[config.mk]
export PLATFORM = sky130hd
export DESIGN_NAME = shift_unit_seq
export DESIGN_NICKNAME = d
export VERILOG_FILES = /design/src/rtl/shift_unit_seq.sv
export SDC_FILE = /design/constraint.sdc
export NUM_CORES = 1
export LEC_CHECK = 0
export ABC_AREA = 1
export CORE_UTILIZATION = 31
export CTS_CLUSTER_DIAMETER = 30
export DETAILED_ROUTE_END_ITERATION = 8
export PLACE_DENSITY_LB_ADDON = 0.1
export SLEW_MARGIN = 20
export SYNTH_ARGS = -nofsm -noshare
export SYNTH_HDL_FRONTEND = slang
export SYNTH_SLANG_ARGS = --single-unit
export TNS_END_PERCENT = 50
[constraint.sdc]
create_clock -name clk -period 3.8 [get_ports clk]
set_input_delay 0.76 -clock clk [delete_from_list [all_inputs] [get_ports clk]]
set_output_delay 0.76 -clock clk [all_outputs]
set_load 0.01 [all_outputs]
[src/rtl/shift_unit_seq.sv]
// Multi-cycle barrel shifter: one log-stage per clock (shift by 2^k when amount bit k is set).
// Supports SLL, SRL, SRA and ROR with a valid/ready handshake on both sides.
module shift_unit_seq #(
  parameter int WIDTH = 32,
  parameter int AMTW  = 5
) (
  input  logic             clk,
  input  logic             rst,
  input  logic             flush,
  input  logic             in_valid,
  output logic             in_ready,
  input  logic [WIDTH-1:0] in_a,
  input  logic [AMTW-1:0]  in_amt,
  input  logic [1:0]       in_mode,
  output logic             out_valid,
  input  logic             out_ready,
  output logic [WIDTH-1:0] out_data,
  output logic             out_zero,
  output logic             busy
);

  typedef enum logic [1:0] {IDLE = 2'd0, SHIFT = 2'd1, DONE = 2'd2} state_t;

  localparam int              KL     = AMTW - 1;
  localparam int              ONE    = 1;
  localparam logic [AMTW-1:0] K_LAST = KL[AMTW-1:0];
  localparam logic [AMTW-1:0] K_ONE  = ONE[AMTW-1:0];

  state_t           state_q;
  logic [AMTW-1:0]  k_q;
  logic [AMTW-1:0]  amt_q;
  logic [1:0]       mode_q;
  logic [WIDTH-1:0] work_q;
  logic [WIDTH-1:0] data_q;
  logic             out_valid_q;
  logic             busy_q;
  logic [WIDTH-1:0] shift_d;
  logic             accept_d;
  int               step_s;

  // Arithmetic shift of the working value keeps the operand's sign bit replicating at the top.
  function automatic logic [WIDTH-1:0] shift_step(input logic [WIDTH-1:0] w, input int s,
                                                  input logic [1:0] m);
    logic [WIDTH-1:0] r;
    case (m)
      2'b00:   r = w << s;
      2'b01:   r = w >> s;
      2'b10:   r = $unsigned($signed(w) >>> s);
      2'b11:   r = (w >> s) | (w << (WIDTH - s));
      default: r = w;
    endcase
    return r;
  endfunction

  assign in_ready  = !flush && ((state_q == IDLE) || ((state_q == DONE) && out_ready));
  assign accept_d  = in_valid && in_ready;
  assign out_valid = out_valid_q;
  assign busy      = busy_q;
  assign out_data  = data_q;
  assign out_zero  = (data_q == '0);

  // Next working value; amt_q is consumed LSB-first so bit 0 always belongs to stage k.
  always_comb begin
    step_s = 32'd1 << k_q;
    if (amt_q[0]) begin
      shift_d = shift_step(work_q, step_s, mode_q);
    end else begin
      shift_d = work_q;
    end
  end

  always_ff @(posedge clk or posedge rst) begin
    if (rst) begin
      state_q     <= IDLE;
      k_q         <= '0;
      amt_q       <= '0;
      mode_q      <= 2'b00;
      work_q      <= '0;
      data_q      <= '0;
      out_valid_q <= 1'b0;
      busy_q      <= 1'b0;
    end else if (flush) begin
      state_q     <= IDLE;
      k_q         <= '0;
      out_valid_q <= 1'b0;
      busy_q      <= 1'b0;
    end else begin
      case (state_q)
        IDLE: begin
          if (accept_d) begin
            state_q <= SHIFT;
            k_q     <= '0;
            amt_q   <= in_amt;
            mode_q  <= in_mode;
            work_q  <= in_a;
            busy_q  <= 1'b1;
          end
        end
        SHIFT: begin
          work_q <= shift_d;
          amt_q  <= {1'b0, amt_q[AMTW-1:1]};
          k_q    <= k_q + K_ONE;
          if (k_q == K_LAST) begin
            state_q     <= DONE;
            data_q      <= shift_d;
            out_valid_q <= 1'b1;
          end
        end
        DONE: begin
          // Result handed off; a simultaneous new request starts immediately.
          if (out_ready) begin
            out_valid_q <= 1'b0;
            if (accept_d) begin
              state_q <= SHIFT;
              k_q     <= '0;
              amt_q   <= in_amt;
              mode_q  <= in_mode;
              work_q  <= in_a;
              busy_q  <= 1'b1;
            end else begin
              state_q <= IDLE;
              busy_q  <= 1'b0;
            end
          end
        end
        default: begin
          state_q     <= IDLE;
          out_valid_q <= 1'b0;
          busy_q      <= 1'b0;
        end
      endcase
    end
  end

endmodule

==> flow_summary.ini <==
[route]
drtIter0Drc = 1731
finalWirelength_um = 67300
drc = 0
drtPass1Iterations = 6
wire_per_inst_um = 23.9
via_count = 15931
via_per_inst = 5.67
ant_nets = 0

[die]
die-area_sq_mm = 0.0363
dieWidth_um = 191
std_cell_rows = 68
ioPinCount = 80
chipHeight_um = 191
start_util_pct = 31.7
core-area_sq_mm = 0.0348

[placed_design]
dpl_cell_area_sq_mm = 0.0143
pre_cts_slack_ns = -0.270
dp_hpwl_um = 53700
place_inst = 2783
port_buffers = 79
place.gp.congestion = 1.10

[timing]
finalCriticalPeriod_ns = 3.85
finalSetupViolations = 2
finClkSkew_ns = 0.0139
post-route-period-util_pct = 101
setup_ws_ns = -0.0543
slew_viol_final = 0
fmax_mhz = 259
tns_ns = -0.0645
worstMarginPinSlew_ns = 0.797
hold_violations = 0
rsz0062_at_grt = true
slew_headroom_pct = 46.6

[setup_path]
crit_type = reg2reg
timing.critical_path.buf_inv = 3
critical_path.startpoint = k_q[0]
critPathSlowestCell = dfrtp_2
cpPeakStageDelay_ns = 0.46
worstReg2RegStart = k_q[0]
crit_fanout = 8
path_depth = 25
path_delay_family = simple AND/OR/NAND/NOR gates
r2r_end = work_q[29]
start_kind = register
critPathMostFrequentCell = nand2_1
cp.required_ns = 4.08
end_kind = register
reg2regPathDepth = 25
r2r_slack_ns = -0.05
worstSetupEndpoint = work_q[29]
worstPathArrival_ns = 4.13

[run_status]
violations = setup timing
status = complete, but fails checks

[global_route]
grt_usage_pct = 36.9
grt_pass1_wl_um = 98700
busiest_layer = met2
use_met3_pct = 5.39
grt_util_met2_pct = 55.6
grt_max_degree = 81
antenna_found_initial = 0
grt.overflow.total = 0
grt_util_met1_pct = 48.6
grt_pass1_vias = 15197

[synthesis]
ys_seq_area_share_pct = 18.2
ys_types = 46
syn_avg_cell_area_sq_um = 5.33
yosysWarnings = 0
ys_top_cells_by_count = nand2_1 (797), nand3_1 (375), nor2_1 (161)
syn-cell-area_sq_mm = 0.0110
netlist.area_leader.share_pct = 27.1
ys_top_cells_by_area = nand2_1 (27%), dfrtp_1 (18%), nand3_1 (17%)
synth_ff_type = dfrtp_1
syn_inst = 2069
yosysMostFrequentCell = nand2_1
synth-async-reset-ratio_pct = 100
synth_nets = 2125
synth_edf_count = 0
ys_ff_latch = 80
synth_top_area_cell = nand2_1

[clock_network]
htree_levels = 3
clk_latency_ns = 0.35
cts_buffers = 9
clock-sinks = 80
cts_root_buf = clkbuf_16
cts_tree = built
clkTransAtPathRegs_ns = 0.06
cts_buffer_depth = 2

[hold_path]
min_path_type = reg2reg

[cells_and_area]
drive_gt1_share_pct = 24.6
stdcell_count = 2811
post-route-cell-area_sq_mm = 0.0156
antenna_cells = 0
finalNetCount = 2407
area_growth_pct = 41.9

[flow_run]
cap_violations = 0
-- cells by family after synthesis --
| logic type | share of synthesized area, % |
|---|---|
| buffers and inverters | 9.41 |
| AOI/OAI and AO/OA | 14.0 |
| and+or+nand+nor | 56.9 |
| DFF | 18.2 |
| muxes | 0.193 |
| adders and majority gates | 1.36 |
-- layout make-up --
type / count / area, sq um
multi-input combinational: 1741 / 8840
clock inverter: 6 / 90.1
clock buffer: 10 / 239
tap: 455 / 569
inverter: 119 / 449
fill: 3888 / 19200
timing repair buffer: 400 / 3450
sequential: 80 / 2000
-- flip-flops by register name, summed over array words and instances (netlist names) --
signal	flops
mode_q	2
out_data	32
busy	1
k_q	5
work_q	32
out_valid	1
amt_q	5
state_q	2
-- cells in the final DEF (no fill, tap or decap), types with 13 or more instances in the layout --
master,instances
nand2_1,746
nand3_1,330
buf_4,294
nor2_1,147
inv_1,88
clkdlybuf4s50_1,79
dfrtp_1,78
o21ai_1,69
o21ai_0,65
nand4_1,59
nand2_2,49
a21oi_1,48
nand3_2,45
o21ai_2,34
inv_2,23
o211ai_1,18
nor2_2,17
buf_12,17
o21ai_4,13
-- through the flow --
step                hold slack [ns]  utilization, %
finish                        0.485            45.0
global route                  0.523            45.0
CTS                           0.491            42.4
detailed placement            0.474            41.2
global placement              0.464            41.2
floorplan                     0.449               -
-- worst min path at each step --
| stage | from | to | slack (ns) | cells past startpoint |
|---|---|---|---|---|
| 2_1_floorplan | work_q[17] | work_q[17] | 0.45 | 2 |
| 3_3_place_gp | work_q[23] | work_q[23] | 0.46 | 2 |
| 3_5_place_dp | work_q[17] | work_q[17] | 0.47 | 2 |
| 4_1_cts | work_q[17] | work_q[17] | 0.49 | 2 |
| 5_1_grt | work_q[17] | work_q[17] | 0.52 | 2 |
| 6_report | work_q[17] | work_q[17] | 0.48 | 2 |
-- layer usage --
layer	vias up	routed length, um
met5	-	0
met2	854	28600
met4	0	4930
met3	188	5590
li1	7442	-
met1	7447	28200
-- tightest hold or removal path: stages (launching register included) --
cell and delay, ns:
dfrtp_1 0.35, nand2_1 0.05, nand2_1 0.05
-- repair_timing --
item	CTS	global route
endpoints found under the hold margin	0	0
endpoints found under the setup margin	51	64
setup buffers	1	11
resized for setup	26	227
cloned	0	0
hold buffers	0	0
pin swaps	3	52
Power is left out: the tool's default activity adds up to more than one toggle a clock period on the data nets, which glitch-free logic cannot reach.
